==> src/rtl/dqs_dly_scan.sv <==
// dqs_dly_scan: sweeps the DQS output delay through all 32 taps, finds the widest
// contiguous passing window and leaves the delay programmed at its centre.
module dqs_dly_scan #(
   parameter int SETTLE_CYCLES = 8,
   parameter int SAMPLES       = 16
) (
   input  logic       clk,
   input  logic       rst,
   input  logic       start,
   input  logic       dly_ready,
   input  logic       rcv,
   input  logic       exp,
   output logic [4:0] delay,
   output logic       ld,
   output logic       set,
   output logic       busy,
   output logic       done,
   output logic       found,
   output logic [4:0] win_first,
   output logic [5:0] win_len,
   output logic [4:0] center
);

   localparam logic [3:0] S_IDLE      = 4'd0;
   localparam logic [3:0] S_WAIT_RDY  = 4'd1;
   localparam logic [3:0] S_LOAD      = 4'd2;
   localparam logic [3:0] S_APPLY     = 4'd3;
   localparam logic [3:0] S_SETTLE    = 4'd4;
   localparam logic [3:0] S_SAMPLE    = 4'd5;
   localparam logic [3:0] S_EVAL      = 4'd6;
   localparam logic [3:0] S_FIN_LOAD  = 4'd7;
   localparam logic [3:0] S_FIN_APPLY = 4'd8;
   localparam logic [3:0] S_DONE      = 4'd9;

   localparam logic [4:0] LAST_TAP = 5'd31;

   logic [3:0] state_r, state_s;
   logic [4:0] tap_r, tap_s;
   logic [7:0] cnt_r, cnt_s;
   logic       flag_r, flag_s;
   logic [5:0] cur_len_r, cur_len_s;
   logic [4:0] cur_first_r, cur_first_s;
   logic [5:0] best_len_r, best_len_s;
   logic [4:0] best_first_r, best_first_s;
   logic       abort_s;

   logic [4:0] delay_r;
   logic       ld_r;
   logic       set_r;
   logic       busy_r;
   logic       done_r;
   logic       found_r;
   logic [4:0] win_first_r;
   logic [5:0] win_len_r;
   logic [4:0] center_r;

   // Window centre rounds down for even lengths; an empty window maps to tap 0.
   function automatic logic [4:0] center_of(input logic [4:0] first, input logic [5:0] len);
      logic [5:0] sum;
      sum = {1'b0, first} + ((len - 6'd1) >> 3'd1);
      if (len == 6'd0) begin
         center_of = 5'd0;
      end else begin
         center_of = sum[4:0];
      end
   endfunction

   // Loss of delay-ready anywhere in the tap sequence aborts the sweep.
   always_comb begin
      abort_s = 1'b0;
      case (state_r)
         S_LOAD, S_APPLY, S_SETTLE, S_SAMPLE, S_EVAL, S_FIN_LOAD, S_FIN_APPLY: abort_s = ~dly_ready;
         default: abort_s = 1'b0;
      endcase
   end

   // Next-state and sweep bookkeeping.
   always_comb begin
      state_s      = state_r;
      tap_s        = tap_r;
      cnt_s        = cnt_r;
      flag_s       = flag_r;
      cur_len_s    = cur_len_r;
      cur_first_s  = cur_first_r;
      best_len_s   = best_len_r;
      best_first_s = best_first_r;
      if (abort_s) begin
         state_s      = S_WAIT_RDY;
         tap_s        = 5'd0;
         cur_len_s    = 6'd0;
         cur_first_s  = 5'd0;
         best_len_s   = 6'd0;
         best_first_s = 5'd0;
      end else begin
         case (state_r)
            S_IDLE: begin
               if (start) begin
                  state_s      = S_WAIT_RDY;
                  tap_s        = 5'd0;
                  cur_len_s    = 6'd0;
                  cur_first_s  = 5'd0;
                  best_len_s   = 6'd0;
                  best_first_s = 5'd0;
               end else begin
                  state_s = S_IDLE;
               end
            end
            S_WAIT_RDY: begin
               if (dly_ready) begin
                  state_s = S_LOAD;
               end else begin
                  state_s = S_WAIT_RDY;
               end
            end
            S_LOAD: state_s = S_APPLY;
            S_APPLY: begin
               state_s = S_SETTLE;
               cnt_s   = 8'(SETTLE_CYCLES - 1);
               flag_s  = 1'b0;
            end
            S_SETTLE: begin
               if (cnt_r == 8'd0) begin
                  state_s = S_SAMPLE;
                  cnt_s   = 8'(SAMPLES - 1);
               end else begin
                  cnt_s = cnt_r - 8'd1;
               end
            end
            S_SAMPLE: begin
               flag_s = flag_r | (rcv ^ exp);
               if (cnt_r == 8'd0) begin
                  state_s = S_EVAL;
               end else begin
                  cnt_s = cnt_r - 8'd1;
               end
            end
            S_EVAL: begin
               if (!flag_r) begin
                  if (cur_len_r == 6'd0) begin
                     cur_first_s = tap_r;
                  end else begin
                     cur_first_s = cur_first_r;
                  end
                  cur_len_s = cur_len_r + 6'd1;
               end else begin
                  cur_len_s = cur_len_r;
               end
               // Strict compare keeps the earliest window on a tie.
               if (flag_r || (tap_r == LAST_TAP)) begin
                  if (cur_len_s > best_len_r) begin
                     best_len_s   = cur_len_s;
                     best_first_s = cur_first_s;
                  end else begin
                     best_len_s   = best_len_r;
                  end
                  cur_len_s = 6'd0;
               end else begin
                  best_len_s = best_len_r;
               end
               if (tap_r == LAST_TAP) begin
                  state_s = S_FIN_LOAD;
               end else begin
                  tap_s   = tap_r + 5'd1;
                  state_s = S_LOAD;
               end
            end
            S_FIN_LOAD:  state_s = S_FIN_APPLY;
            S_FIN_APPLY: state_s = S_DONE;
            S_DONE:      state_s = S_IDLE;
            default:     state_s = S_IDLE;
         endcase
      end
   end

   // Sequencer state and sweep bookkeeping registers.
   always_ff @(posedge clk) begin
      if (!rst) begin
         state_r      <= S_IDLE;
         tap_r        <= 5'd0;
         cnt_r        <= 8'd0;
         flag_r       <= 1'b0;
         cur_len_r    <= 6'd0;
         cur_first_r  <= 5'd0;
         best_len_r   <= 6'd0;
         best_first_r <= 5'd0;
      end else begin
         state_r      <= state_s;
         tap_r        <= tap_s;
         cnt_r        <= cnt_s;
         flag_r       <= flag_s;
         cur_len_r    <= cur_len_s;
         cur_first_r  <= cur_first_s;
         best_len_r   <= best_len_s;
         best_first_r <= best_first_s;
      end
   end

   // Outputs are registered from the state being entered so they line up with it.
   always_ff @(posedge clk) begin
      if (!rst) begin
         delay_r     <= 5'd0;
         ld_r        <= 1'b0;
         set_r       <= 1'b0;
         busy_r      <= 1'b0;
         done_r      <= 1'b0;
         found_r     <= 1'b0;
         win_first_r <= 5'd0;
         win_len_r   <= 6'd0;
         center_r    <= 5'd0;
      end else begin
         ld_r   <= (state_s == S_LOAD) || (state_s == S_FIN_LOAD);
         set_r  <= (state_s == S_APPLY) || (state_s == S_FIN_APPLY);
         busy_r <= (state_s != S_IDLE);
         done_r <= (state_s == S_DONE);
         if (state_s == S_LOAD) begin
            delay_r <= tap_s;
         end else if (state_s == S_FIN_LOAD) begin
            delay_r <= center_of(best_first_s, best_len_s);
         end else begin
            delay_r <= delay_r;
         end
         // Results are published once per completed sweep and then held.
         if (state_s == S_FIN_LOAD) begin
            found_r     <= (best_len_s != 6'd0);
            win_first_r <= best_first_s;
            win_len_r   <= best_len_s;
            center_r    <= center_of(best_first_s, best_len_s);
         end else begin
            found_r     <= found_r;
            win_first_r <= win_first_r;
            win_len_r   <= win_len_r;
            center_r    <= center_r;
         end
      end
   end

   assign delay     = delay_r;
   assign ld        = ld_r;
   assign set       = set_r;
   assign busy      = busy_r;
   assign done      = done_r;
   assign found     = found_r;
   assign win_first = win_first_r;
   assign win_len   = win_len_r;
   assign center    = center_r;

endmodule

==> config.mk <==
export PLATFORM = sky130hd
export DESIGN_NAME = dqs_dly_scan
export DESIGN_NICKNAME = d
export VERILOG_FILES = /design/src/rtl/dqs_dly_scan.sv
export SDC_FILE = /design/constraint.sdc
export NUM_CORES = 1
export LEC_CHECK = 0
export ABC_CLOCK_PERIOD_IN_PS = 4800
export BUFFER_PORTS_ARGS = -buffer_cell sky130_fd_sc_hd__buf_4
export CORE_ASPECT_RATIO = 0.75
export CORE_MARGIN = 3
export CORE_UTILIZATION = 50
export CTS_BUF_LIST = sky130_fd_sc_hd__clkbuf_16
export DETAILED_ROUTE_END_ITERATION = 8
export MAX_ROUTING_LAYER = met4
export PLACE_DENSITY_LB_ADDON = 0.15
export SYNTH_ARGS = -nofsm -noshare
export SYNTH_HDL_FRONTEND = slang
export SYNTH_SLANG_ARGS = --single-unit
==> constraint.sdc <==
create_clock -name clk -period 4.8 [get_ports clk]
set_clock_uncertainty 0.2 [all_clocks]
set_input_delay 0.24 -clock clk [delete_from_list [all_inputs] [get_ports clk]]
set_output_delay 0.24 -clock clk [all_outputs]
set_load 0.01 [all_outputs]
==> results of run 1 <==
where the power goes:
part / internal [mW] / switching, mW
Clock: 0.448 / 0.236
Sequential: 0.553 / 0.00658
Combinational: 0.0298 / 0.0484
Total: 1.03 / 0.291
worst paths after layout:
check | startpoint | end | slack [ps] | depth (start not counted)
setup reg to reg | cur_len_r[0] | delay[4] | 220 | 19
hold / removal | rcv | flag_r | 140 | 4
setup / recovery | cur_len_r[0] | delay[4] | 220 | 19
hold reg to reg | center[3] | center[3] | 250 | 2
repair_timing:
| action | in CTS | in global routing |
|---|---|---|
| endpoints found under the setup margin | 0 | 2 |
| setup buffers | 0 | 1 |
| endpoints found under the hold margin | 0 | 0 |
| resized for setup | 0 | 12 |
routing by layer:
metal,share of wire [%],vias to the layer above,wire length [µm]
met2,44,102,4030
met5,0,-,0
li1,-,1604,-
met3,5.4,16,495
met1,49,1533,4470
met4,1.9,0,172
critical path, delay by kind of cell (launching register included):
family                   cells  cell delay, ps
AND/OR/NAND/NOR              3             440
AO/OA/AOI/OAI                6            1270
buffers and inverters        2             230
XOR/XNOR                     4             780
multiplexers                 1             290
flip-flops                   1             360
adder cells (fa/ha/maj)      3             910
Yosys cell counts, drive strengths merged (3+ instances only):
cell and instances:
a41oi 3, nor4 3, and2 15, nand2 28
nor2 40, a21o 6, mux2i 12, a21oi 29
a21boi 3, a2bb2oi 3, and3 3, a22oi 10
dfxtp 66, ha 17, nand3 17, nor2b 22
xor2 4, clkbuf 11, a31oi 5, nand4 5
nand2b 6, xnor2 12, o211ai 3, o22a 3
buf 13, inv 22, nor3 15, o21ai 21
o21a 5, nand3b 5
cells by family (layout without fill, tap and decap cells):
family / Yosys count / count (layout) / synth area share (%)
flops: 66 / 66 / 35.4
simple gates: 170 / 170 / 24.9
compound gates: 109 / 109 / 20.7
xor+xnor: 16 / 16 / 3.96
mux: 13 / 13 / 3.52
buf+inv: 46 / 77 / 5.23
fa+ha+maj: 18 / 18 / 6.24
sequential cells by signal (all words and copies together), names as in the netlist:
register      count
best_len_r        6
win_len           6
cur_len_r         6
done              1
found             1
win_first         5
delay             5
cur_first_r       5
busy              1
ld                1
state_r           4
tap_r             5
center            5
flag_r            1
cnt_r             8
set               1
best_first_r      5
cell type report:
| class | count | area (µm²) | area share [%] |
|---|---|---|---|
| clock buffer | 9 | 225 | 5.12 |
| timing repair buffer | 39 | 293 | 6.65 |
| clock inverter | 7 | 83.8 | 1.90 |
| inverter | 22 | 82.6 | 1.88 |
| multi-input combinational | 326 | 2270 | 51.6 |
| sequential | 66 | 1330 | 30.1 |
| tap | 98 | 123 | 2.78 |
through the flow:
stage / utilization [%] / area, µm²
global placement: 57.3 / 4030
global route: 62.7 / 4400
floorplan: - / 3730
CTS: 61.7 / 4340
finish: 62.7 / 4400
detailed placement: 57.3 / 4030
==> results.md, run 1 <==
- TritonCTS built the clock tree.
- The worst-path cell with the longest stage delay is sky130_fd_sc_hd__o32ai_1.
- The class of the most critical hold timing path is primary input to flip-flop.
- The first-pass detailed-route iteration total is 5.
- The most used flip-flop cell after synthesis is sky130_fd_sc_hd__dfxtp_1.
- Summed over all cells, the static leakage comes to 1.72 nW.
- The half-perimeter wire length after placement is 6510 µm.
- The largest incremental delay on the critical path is 490 ps.
- During placement, the flow inserted port buffers numbering 31.
- The worst-case IR drop observed on VDD is 0.170 mV.
- The first global-routing pass estimated 15,300 µm of wire.
- In this run the worst path has a maximum fanout of 4.
- Global routing consumed, over all layers together, 23.2% of the routing resources.
- The cell repeated most along the worst path is sky130_fd_sc_hd__ha_1.
- STA classifies the critical path startpoint as a flip-flop.
- After detailed routing, the total wire length is 9170 µm.
- The detailed router placed 3,255 vias in this run.
- The clock drives 66 sinks.
- The power per cell area is 300 nW/µm².
- The met3 routing resource usage after global routing is 5.40%.
- Counting every instance in the synthesized netlist gives 438.
- The insertion delay of the later-clocked pin in the worst-skew pair is 330 ps.
- Synthesis instantiated 73 different standard cells from the library.
- The initial core utilization is 53.1%.
- The headroom to the max-slew limit is 49.5%.
- Dividing the detail-routed via count by the number of cells gives 5.74.
- The worst setup slack before clock tree synthesis is 164 ps.
- The maximum achievable frequency is 0.218 GHz.
- At the pin with the least slew margin, the transition time is 756 ps.
- After synthesis, the cell types taking the most area are sky130_fd_sc_hd__dfxtp_1 (35%), sky130_fd_sc_hd__ha_1 (5.7%), sky130_fd_sc_hd__nor2_1 (3.9%), sky130_fd_sc_hd__a21oi_1 (3.9%), sky130_fd_sc_hd__nor2b_1 (3.5%).
- The net count of the finished layout is 488.
- The initial antenna violation count is 0.
- The area added between synthesis and finish is 18.0%.
- The H-tree level count is 3.
- The clock passes through at most 2 buffers.
- The root buffer selected by CTS is sky130_fd_sc_hd__clkbuf_16.
- In this run the remaining antenna-violating nets after routing total 0.
- The antenna diode count is 0.
- The number of placed I/O pins is 32.
- The core region is 7030 µm².
- Traced cell by cell, the critical path runs through inv_1, ha_1, mux2_2, ha_1, nor2b_1, o21bai_4, a31oi_4, buf_4, nor2_1, o32ai_1, nor2_1, xnor2_1, ha_1, a21o_1, a21oi_1, xor2_1, xnor2_2, xnor2_2, o21ai_1.
- The iteration-0 DRC count of the detailed router is 242.
- The final count of pins violating max slew is 0.
- Setup violations remaining at the end of the flow were counted as 0.
- The fraction of layout instances using a drive strength above 1 is 17.3%.
- The clock slew at the register clock pins of the worst setup and hold paths is 50 ps.
- In the final timing run, aggregate negative setup slack is 0 ps.
- The count of yosys warnings during synthesis is 0.
- The area of the die is 8550 µm².
- The die is 106 µm wide.
- The shortest period the worst path allows is 4580 ps.
- The classification of the worst setup path is flip-flop to flip-flop.
- Sequential cells were found to cover 35.4% of the synthesized design area.
- The endpoint kind of the worst setup timing path is a flip-flop.
- The placed instance count is 550.
- Global routing used 31.6% of the available met1 tracks.
- After clock tree synthesis, the flow added hold-fix buffers numbering 0.
- The number of maximum-capacitance constraint violations is 0.
- The critical path arrival is 4590 ps.
- The power consumption is 1.32 mW.
- Across all hold checks on the routed design, the worst slack comes to 136 ps.
- Summed over its instances, the top area cell type makes up 35.4% of the synthesized netlist area.
- sky130_fd_sc_hd__dfxtp_1 takes more of the synthesized area than any other cell.
- The number of global-route vias before repair is 3,013.
- The maximum number of pins on one net before global-route repair is 46.
- The number of hold-slack violations in the final timing report is 0.
- The number of nets in the synthesized netlist is 462.
- Clock tree synthesis inserted a total of 9 buffers.
- STA puts the critical path data required time at 4810 ps.
- The most common cell after layout, fill and taps aside is sky130_fd_sc_hd__dfxtp_1.
- The remaining routing DRC violations is 0.
- Global routing consumed, on the met2 layer, 34.8% of the routing resources.
- The global-route congestion overflow total is 0.
- Synthesis inferred 66 register bits.
- The mean area per synthesized cell is 8.52 µm².
- The flow ran to the end, and the final reports show no timing, DRC or antenna violations.
- The number of enable-type register cells in the synthesized netlist is 0.
- In the layout the commonest cells are sky130_fd_sc_hd__dfxtp_1 (63), sky130_fd_sc_hd__nor2_1 (39), sky130_fd_sc_hd__buf_4 (39).
- In this run the most used layer during global routing was met2.
- For this run, the number of standard cells in the final layout without fillers is 567.
- The final worst setup slack is 222 ps.
- The final estimated routing congestion in global placement is 0.850.
- The layout has 622 filler cells.
- The vertical extent of the die is 80.8 µm.
- The initialized floorplan defines 26 standard-cell rows.
- The async set or reset register ratio after synthesis is 0%.
- The detail-routed net length per standard cell is 16.2 µm.
- After synthesis the cells add up to 3730 µm².
- Dividing the final minimum period by the clock period gives 95.4%.
No activity file was read; power rests on OpenSTA's default activity.
==> inputs of run 2 (changes only) <==
--- a/config.mk
+++ b/config.mk
@@ -14,6 +14,7 @@
 export DETAILED_ROUTE_END_ITERATION = 8
 export MAX_ROUTING_LAYER = met4
 export PLACE_DENSITY_LB_ADDON = 0.15
+export RECOVER_POWER = 100
 export SYNTH_ARGS = -nofsm -noshare
 export SYNTH_HDL_FRONTEND = slang
 export SYNTH_SLANG_ARGS = --single-unit
==> run 2 against run 1 <==
Compared with the run above: largest power group unchanged; global-route usage is the same; cell count is the same; non-clock buffer count unchanged; routed wire length increased by 0.97%; clock power hardly changed; setup slack lost 24 ps; via count up 1.3%; die area is the same; combinational power shrank 8.1%; sequential cell count did not move.
==> results.md, run 2 (synthesis results as in run 1) <==
- The root buffer selected by CTS is sky130_fd_sc_hd__clkbuf_16.
- TritonCTS built the clock tree.
- The number of fillers in the final layout came to 652 (+4.8%).
- The wire length of the first global-routing pass was 15,300 µm (unchanged).
- The most common cell after layout, fill and taps aside is sky130_fd_sc_hd__dfxtp_1.
- The shortest period the worst path allows is 4600 ps (+24.0 ps).
- The worst voltage drop across the vdd grid is 0.169 mV (-0.69%).
- The count of nets after finishing was 488 (unchanged).
- The half-perimeter wire length after placement is 6510 µm (unchanged).
- The clock buffer count from CTS was 9 (unchanged).
- The fraction of layout instances using a drive strength above 1 was 10.7% (-6.6 points).
- The maximum number of pins on one net before global-route repair came to 46 (unchanged).
- The placed instance area came to 4030 µm² (unchanged).
- The cell family contributing the most delay on the critical path is compound AO/OA/AOI/OAI gates.
- The worst setup path is captured at a flip-flop.
- The buffers plus inverters on the worst setup path was 1 (-1).
- The area of the core is 7030 µm² (unchanged).
- The switching part of the total power is 22.0% (+0.055 points).
- The H-tree level count is 3 (unchanged).
- STA classifies the critical path startpoint as a flip-flop.
- The critical path arrival is 4620 ps (+30 ps).
- The most flop-heavy register is cnt_r.
- The maximum achievable frequency is 0.217 GHz (-0.52%).
- The width of the die is 106 µm (unchanged).
- The combined global-route utilization of all metal layers is 23.2% (unchanged).
- The insertion delay of the later-clocked pin in the worst-skew pair came to 330 ps (about the same).
- The number of flip-flops in the largest register came to 8 (unchanged).
- The number of global-route vias before repair is 3,013 (unchanged).
- The initial core utilization is 53.1% (unchanged).
- The worst-case clock buffer depth is 2 (unchanged).
- The final wirelength was 9260 µm (+0.97%).
- The finished layout cell area came to 4270 µm² (-3.1%).
- The iteration-0 DRC count of the detailed router is 235 (-2.9%).
- The cell leakage power is 1.59 nW (-7.6%).
- The part of the cycle the worst path needs is 95.9% (+0.50 points).
- The count of clock tree sinks is 66 (unchanged).
- The power per cell area is 309 nW/µm² (+2.8%).
- The largest incremental delay on the critical path is 490 ps (about the same).
- The final estimated routing congestion in global placement was 0.850 (unchanged).
- The number of cells on the worst hold path was 4 (unchanged).
- The switching power summed over all nets is 0.290 mW (-0.12%).
- The data required time at the worst endpoint was 4820 ps (about the same).
- The initial antenna violation count is 0 (unchanged).
- The count of port buffers added during placement is 31 (unchanged).
- In the layout the commonest cells are sky130_fd_sc_hd__dfxtp_1 (63), sky130_fd_sc_hd__nor2_1 (40), sky130_fd_sc_hd__nand2_1 (27), sky130_fd_sc_hd__a21oi_1 (27), sky130_fd_sc_hd__clkbuf_1 (26).
- The global-route congestion overflow total is 0 (unchanged).
- The combinational group share of total power came to 5.5% (-0.4 points).
- The part of the total power dissipated in sequential elements is 42.5% (about the same).
- The timing startpoint of the critical path is cur_len_r[2].
- The clock slew at the register clock pins of the worst setup and hold paths is 50 ps (about the same).
- The floorplan row count is 26 (unchanged).
- The internal power is 1.03 mW (-0.44%).
- The remaining routing DRC violations was 0 (unchanged).
- The quantity of hold-fixing buffers added after cts is 0 (unchanged).
- The classification of the worst setup path is flip-flop to flip-flop.
- The clock share of power came to 52.0% (+0.3 points).
- The largest driver fanout on the critical path came to 6 (+2).
- The number of cells on the critical path came to 19 (unchanged).
- The endpoint identified for the worst register-to-register timing path is delay[4].
- The critical path endpoint is delay[4].
- The antenna diode count is 0 (unchanged).
- The worst-path cell with the longest stage delay is sky130_fd_sc_hd__o32ai_1.
- The pin slew with the least headroom to its limit came to 870 ps (+113 ps).
- The placed instance count was 550 (unchanged).
- Walking the worst path, the cells encountered are nand4b_1, or3_1, nand2_1, ha_4, nand4_1, o21bai_4, a31oi_4, buf_4, nor2_1, o32ai_1, nor2_1, xnor2_1, ha_1, a21o_1, a21oi_1, xor2_1, xnor2_2, xnor2_2, o21ai_1.
- The area of the die was 8550 µm² (unchanged).
- The number of standard cells in the layout, taps in and fillers out is 567 (unchanged).
- The run finished with clean final reports.
- The number of maximum-capacitance constraint violations is 0 (unchanged).
- The class of the most critical hold timing path is primary input to flip-flop.
- The total of endpoints with negative setup slack in the final report is 0 (unchanged).
- The first-pass detailed-route iteration total is 5 (unchanged).
- The launch point of the worst reg-to-reg path is cur_len_r[2].
- The detail-routed net length per standard cell is 16.3 µm (+0.97%).
- The headroom to the max-slew limit is 41.2% (-8.3 points).
- The area added between synthesis and finish is 14.3%.
- The per-cell via count in the routed design is 5.81 (+1.3%).
- The vertical extent of the die is 80.8 µm (unchanged).
- The minimum setup slack among reg-to-reg paths is 200 ps (-20 ps).
- The detailed-route via count is 3,297 (+1.3%).
- The number of hold-slack violations in the final timing report is 0 (unchanged).
- The depth of the worst register-to-register path is 19 (unchanged).
- The final count of pins violating max slew is 0 (unchanged).
- The number of routed nets with antenna violations is 0 (unchanged).
- The number of placed I/O pins is 32 (unchanged).
-- run 2: cell count changes in the layout (fill, tap and decap cells not counted), moves of 2 or more --
| cell | delta |
|---|---|
| sky130_fd_sc_hd__clkbuf_1 | +26 |
| sky130_fd_sc_hd__and2_0 | +2 |
| sky130_fd_sc_hd__and2_1 | -2 |
| sky130_fd_sc_hd__buf_4 | -26 |
| sky130_fd_sc_hd__o21ai_0 | +2 |
-- run 2: timing repair --
item	4_1_cts	5_1_grt
setup buffers	0	1
resized for setup	0	12
endpoints found under the setup margin	0	2
hold endpoints to repair	0	0
-- run 2: cell type report --
type	count	area, µm²	share of cell area (%)
Clock buffer	9	225	5.28
Inverter	22	82.6	1.94
Timing Repair Buffer	39	195	4.57
Clock inverter	7	83.8	1.96
Tap cell	98	123	2.87
Multi-Input combinational cell	326	2230	52.3
Sequential cell	66	1330	31.1
-- run 2: how the worst min path moves through the flow --
stage	startpoint	endpoint	slack [ps]
after global routing	rcv	flag_r	140
after floorplan	cur_first_r[4]	cur_first_r[4]	240
after global placement	cur_first_r[4]	cur_first_r[4]	240
after detailed placement	center[3]	center[3]	250
final	rcv	flag_r	130
after CTS	rcv	flag_r	140
-- run 2: power by group through the flow --
stage / Sequential [mW] / Combinational [mW] / Clock (mW)
6_report: 0.560 / 0.0719 / 0.685
5_1_grt: 0.561 / 0.0794 / 0.720
2_1_floorplan: 0.569 / 0.0622 / 0
3_3_place_gp: 0.572 / 0.0774 / 0
3_5_place_dp: 0.572 / 0.0777 / 0
4_1_cts: 0.560 / 0.0783 / 0.692
-- run 2: worst reg2reg max path, stage by stage, from the launching register on --
cell                       delay [ps]
sky130_fd_sc_hd__dfxtp_2          370
sky130_fd_sc_hd__nand4b_1         200
sky130_fd_sc_hd__or3_1            440
sky130_fd_sc_hd__nand2_1          130
sky130_fd_sc_hd__ha_4             160
sky130_fd_sc_hd__nand4_1          150
sky130_fd_sc_hd__o21bai_4         240
sky130_fd_sc_hd__a31oi_4          210
sky130_fd_sc_hd__buf_4            150
sky130_fd_sc_hd__nor2_1            60
sky130_fd_sc_hd__o32ai_1          490
sky130_fd_sc_hd__nor2_1           140
sky130_fd_sc_hd__xnor2_1          250
sky130_fd_sc_hd__ha_1             310
sky130_fd_sc_hd__a21o_1           200
sky130_fd_sc_hd__a21oi_1          170
sky130_fd_sc_hd__xor2_1           230
sky130_fd_sc_hd__xnor2_2          160
sky130_fd_sc_hd__xnor2_2          140
sky130_fd_sc_hd__o21ai_1           90
-- run 2: per-layer routing --
layer,global-route usage (%),routed length (µm),up-vias
li1,-,-,1605
met1,31.6,4530,1572
met2,34.8,4040,106
met3,5.40,512,14
met4,6.47,174,0
met5,-,0,-
-- run 2: stage by stage --
stage | hold WS [ps] | power, mW | TNS (ps) | util (%) | setup slack [ps]
finish | 134 | 1.32 | 0 | 60.7 | 198
global route | 138 | 1.36 | -179 | 60.7 | -97.9
CTS | 138 | 1.33 | 0 | 61.7 | 123
detailed placement | 249 | 0.649 | 0 | 57.3 | 164
global placement | 243 | 0.649 | 0 | 57.3 | 383
floorplan | 237 | 0.631 | 0 | - | 457
==> inputs of run 3 (changes only) <==
--- a/config.mk
+++ b/config.mk
@@ -5,6 +5,7 @@
 export SDC_FILE = /design/constraint.sdc
 export NUM_CORES = 1
 export LEC_CHECK = 0
+export ABC_AREA = 1
 export ABC_CLOCK_PERIOD_IN_PS = 4800
 export BUFFER_PORTS_ARGS = -buffer_cell sky130_fd_sc_hd__buf_4
 export CORE_ASPECT_RATIO = 0.75
@@ -15,6 +16,7 @@
 export MAX_ROUTING_LAYER = met4
 export PLACE_DENSITY_LB_ADDON = 0.15
 export RECOVER_POWER = 100
+export SLEW_MARGIN = 0
 export SYNTH_ARGS = -nofsm -noshare
 export SYNTH_HDL_FRONTEND = slang
 export SYNTH_SLANG_ARGS = --single-unit
==> run 3 against run 2 <==
Compared with the run above: synthesized cell count up 20%; first-iteration DRC count up 5.5%; combinational power rose to 2.7 times the previous value; critical endpoint unchanged; clock power up 2%; global-route usage down 0.79 points; worst hold slack worse by 61 ps; cell area down 0.91%; routed wire length down 4.5%; critical path type unchanged; area after synthesis down 0.20%.
==> results.md, run 3 <==
- The count of cell types in the netlist is 45 (-38%).
- After global routing, the most crowded layer is met2.
- The per-cell via count in the routed design is 5.14 (-12%).
- The sum of negative setup slack is 0 ps (unchanged).
- The count of clock tree sinks came to 66 (unchanged).
- The floorplan row count is 26 (unchanged).
- The number of global-route vias before repair is 3,075 (+2.1%).
- The number of placed I/O pins is 32 (unchanged).
- The maximum achievable frequency is 0.226 GHz (+4.2%).
- The cell repeated most along the worst path is sky130_fd_sc_hd__nand2_1.
- The global-route congestion overflow total came to 0 (unchanged).
- The synthesized flop and latch total is 66 (unchanged).
- The pin slew with the least headroom to its limit is 615 ps (-255 ps).
- The largest incremental delay on the critical path was 370 ps (-120 ps).
- The worst-case clock buffer depth came to 2 (unchanged).
- The cell leakage power is 1.93 nW (+21%).
- The number of flip-flops in the largest register is 8 (unchanged).
- The part of the cycle the worst path needs came to 92.1% (-3.8 points).
- The finished layout cell area is 4230 µm² (-0.91%).
- The commonest cells after synthesis are sky130_fd_sc_hd__nand2_1 (110), sky130_fd_sc_hd__inv_1 (71), sky130_fd_sc_hd__dfxtp_1 (66).
- The first-pass detailed-route iteration total came to 5 (unchanged).
- The insertion delay of the later-clocked pin in the worst-skew pair was 330 ps (about the same).
- The H-tree level count is 3 (unchanged).
- The worst-path cell with the longest stage delay is sky130_fd_sc_hd__dfxtp_1.
- The clock slew at the register clock pins of the worst setup and hold paths was 60 ps (about the same).
- The combined global-route utilization of all metal layers is 22.4% (-0.79 points).
- The sequential-to-total area share from yosys stat was 35.5% (+0.071 points).
- The met1 usage in global routing is 30.9% (-0.66 points).
- Among all cell types in the netlist, the one instantiated most often is sky130_fd_sc_hd__nand2_1.
- The cell area after technology mapping is 3720 µm² (-0.20%).
- The total of endpoints with negative setup slack in the final report is 0 (unchanged).
- The met2 capacity usage during global routing was 33.9% (-0.89 points).
- The number of routed nets with antenna violations came to 0 (unchanged).
- The worst hold slack after final layout is 73.5 ps (-60.8 ps).
- The area added between synthesis and finish is 13.5%.
- The iteration-0 DRC count of the detailed router is 248 (+5.5%).
- The cell taking the most area after synthesis is sky130_fd_sc_hd__dfxtp_1.
- The number of maximum-capacitance constraint violations is 0 (unchanged).
- The critical path is of the flip-flop to flip-flop type.
- The worst setup slack before clock tree synthesis came to 340 ps (+177 ps).
- The wire length of the first global-routing pass came to 14,800 µm (-3.2%).
- The share of Yosys cell area claimed by the top area cell type was 35.5% (+0.071 points).
- The run finished with clean final reports.
- The count of yosys warnings during synthesis came to 0 (unchanged).
- The antenna diode count is 0 (unchanged).
- The final wirelength is 8850 µm (-4.5%).
- The area of the die was 8530 µm² (-0.19%).
- The area of the core is 7030 µm² (unchanged).
- Setup repair after global routing left no endpoint under its margin.
- The maximum number of pins on one net before global-route repair came to 32 (-30%).
- The final worst setup slack came to 381 ps (+184 ps).
- The most flop-heavy register is cnt_r.
- The vertical extent of the die came to 80.7 µm (about the same).
- The CTS tree is yes.
- The half-perimeter wire length after placement came to 6550 µm (+0.49%).
- The headroom to the max-slew limit is 59.0% (+18 points).
- The final estimated routing congestion in global placement was 0.962 (+13%).
- The fraction of layout instances using a drive strength above 1 is 10.6% (-0.060 points).
- The root buffer selected by CTS is sky130_fd_sc_hd__clkbuf_16.
- The count of port buffers added during placement came to 31 (unchanged).
- The detail-routed net length per standard cell is 13.3 µm (-18%).
- The clock buffer count from CTS came to 9 (unchanged).
- The number of hold-slack violations in the final timing report is 0 (unchanged).
- The most common cell after layout, fill and taps aside is sky130_fd_sc_hd__nand2_1.
- The worst voltage drop across the vdd grid is 0.207 mV (+22%).
- The number of nets produced by synthesis is 550 (+19%).
- The power per cell area is 348 nW/µm² (+13%).
- The count of nets after finishing is 585 (+20%).
- The power consumption was 1.47 mW (+12%).
- The count of mapped cells out of synthesis came to 526 (+20%).
- The initial core utilization came to 53.0% (-0.11 points).
- The initial antenna violation count is 0 (unchanged).
- The class of the most critical hold timing path is primary input to flip-flop.
- The placed instance area was 4040 µm² (+0.22%).
- The most used flip-flop cell after synthesis is sky130_fd_sc_hd__dfxtp_1.
- Leaving out fill and tap cells, the most frequent cells in the layout are sky130_fd_sc_hd__nand2_1 (112), sky130_fd_sc_hd__inv_1 (77), sky130_fd_sc_hd__dfxtp_1 (66).
- The shortest period the worst path allows came to 4420 ps (-184 ps).
- The mean area per synthesized cell is 7.08 µm² (-17%).
- The utilization of the core after routing is 60.2% (-0.55 points).
- The number of standard cells in the layout, taps in and fillers out is 664 (+17%).
- STA classifies the critical path endpoint as a flip-flop.
- The detailed-route via count is 3,414 (+3.5%).
- The largest driver fanout on the critical path came to 8 (+2).
- The remaining routing DRC violations is 0 (unchanged).
- The critical path arrival is 4450 ps (-170 ps).
- The async set or reset register ratio after synthesis was 0% (unchanged).
- The placed instance count is 646 (+17%).
- The number of enable-type register cells in the synthesized netlist came to 0 (unchanged).
- The width of the die is 106 µm (about the same).
- The data required time at the worst endpoint is 4830 ps (about the same).
- The met3 routing resource usage after global routing is 5.16% (-0.24 points).
- The final count of pins violating max slew is 0 (unchanged).
- Sorting the synthesized cells by area gives the leading types as sky130_fd_sc_hd__dfxtp_1 (35%), sky130_fd_sc_hd__nand2_1 (11%), sky130_fd_sc_hd__inv_1 (7.2%), sky130_fd_sc_hd__nor2_1 (6.0%), sky130_fd_sc_hd__ha_1 (5.7%).
- The kind of start point of the critical path is a flip-flop.
## run 3: cell count changes after synthesis, sizes merged, moves of 12 or more
cell,previous run,this run
nor2,40,69
nand3,17,37
nor2b,22,0
inv,22,84
nand2,28,123
and2,15,1
mux2i,12,0
## run 3: repair_timing
item,in CTS,in global routing
buffers inserted,0,2
setup endpoints to repair,0,2
hold buffers,0,0
endpoints found under the hold margin,0,0
resized for setup,0,1
## run 3: critical path: cells and delay by family (launching register included)
| family | cells | cell delay [ps] |
|---|---|---|
| fa+ha+maj | 4 | 1140 |
| flops | 1 | 370 |
| simple gates | 20 | 2050 |
| buf+inv | 6 | 400 |
| compound gates | 2 | 170 |
## run 3: final cells by class
type	instances	area (µm²)
fillers	691	2800
multi-input cells	361	1970
flip-flops and latches	66	1320
inverters	88	335
clock buffers	9	225
repair buffers	35	161
well taps	98	123
clock inverters	7	93.8
## run 3: cell families (layout without fill, tap and decap cells)
kind of cell	Yosys count	after routing	synth area share [%]
AOI/OAI and AO/OA	86	86	13.3
DFF	66	66	35.5
buffers and inverters	99	139	10.6
and+or+nand+nor	245	245	31.6
adders and majority gates	18	18	6.25
xor gates and xnor gates	12	12	2.82
## run 3: where the power goes
part	switching, mW	total, mW	internal (mW)
Combinational	0.132	0.196	0.0642
Sequential	0.0127	0.576	0.563
Clock	0.248	0.701	0.453
Total	0.392	1.47	1.08
## run 3: worst paths after layout
check / start / end / slack [ps] / cells past startpoint
worst max-delay path: flag_r / delay[4] / 380 / 32
worst min-delay path: rst / cnt_r[2] / 70 / 3
worst max register to register: flag_r / delay[4] / 380 / 32
worst min register to register: cur_first_r[4] / cur_first_r[4] / 260 / 2
## run 3: metal layers
metal,wire (µm),up-vias
met2,3780,108
met4,89,0
li1,-,1746
met5,0,-
met1,4450,1546
met3,531,14
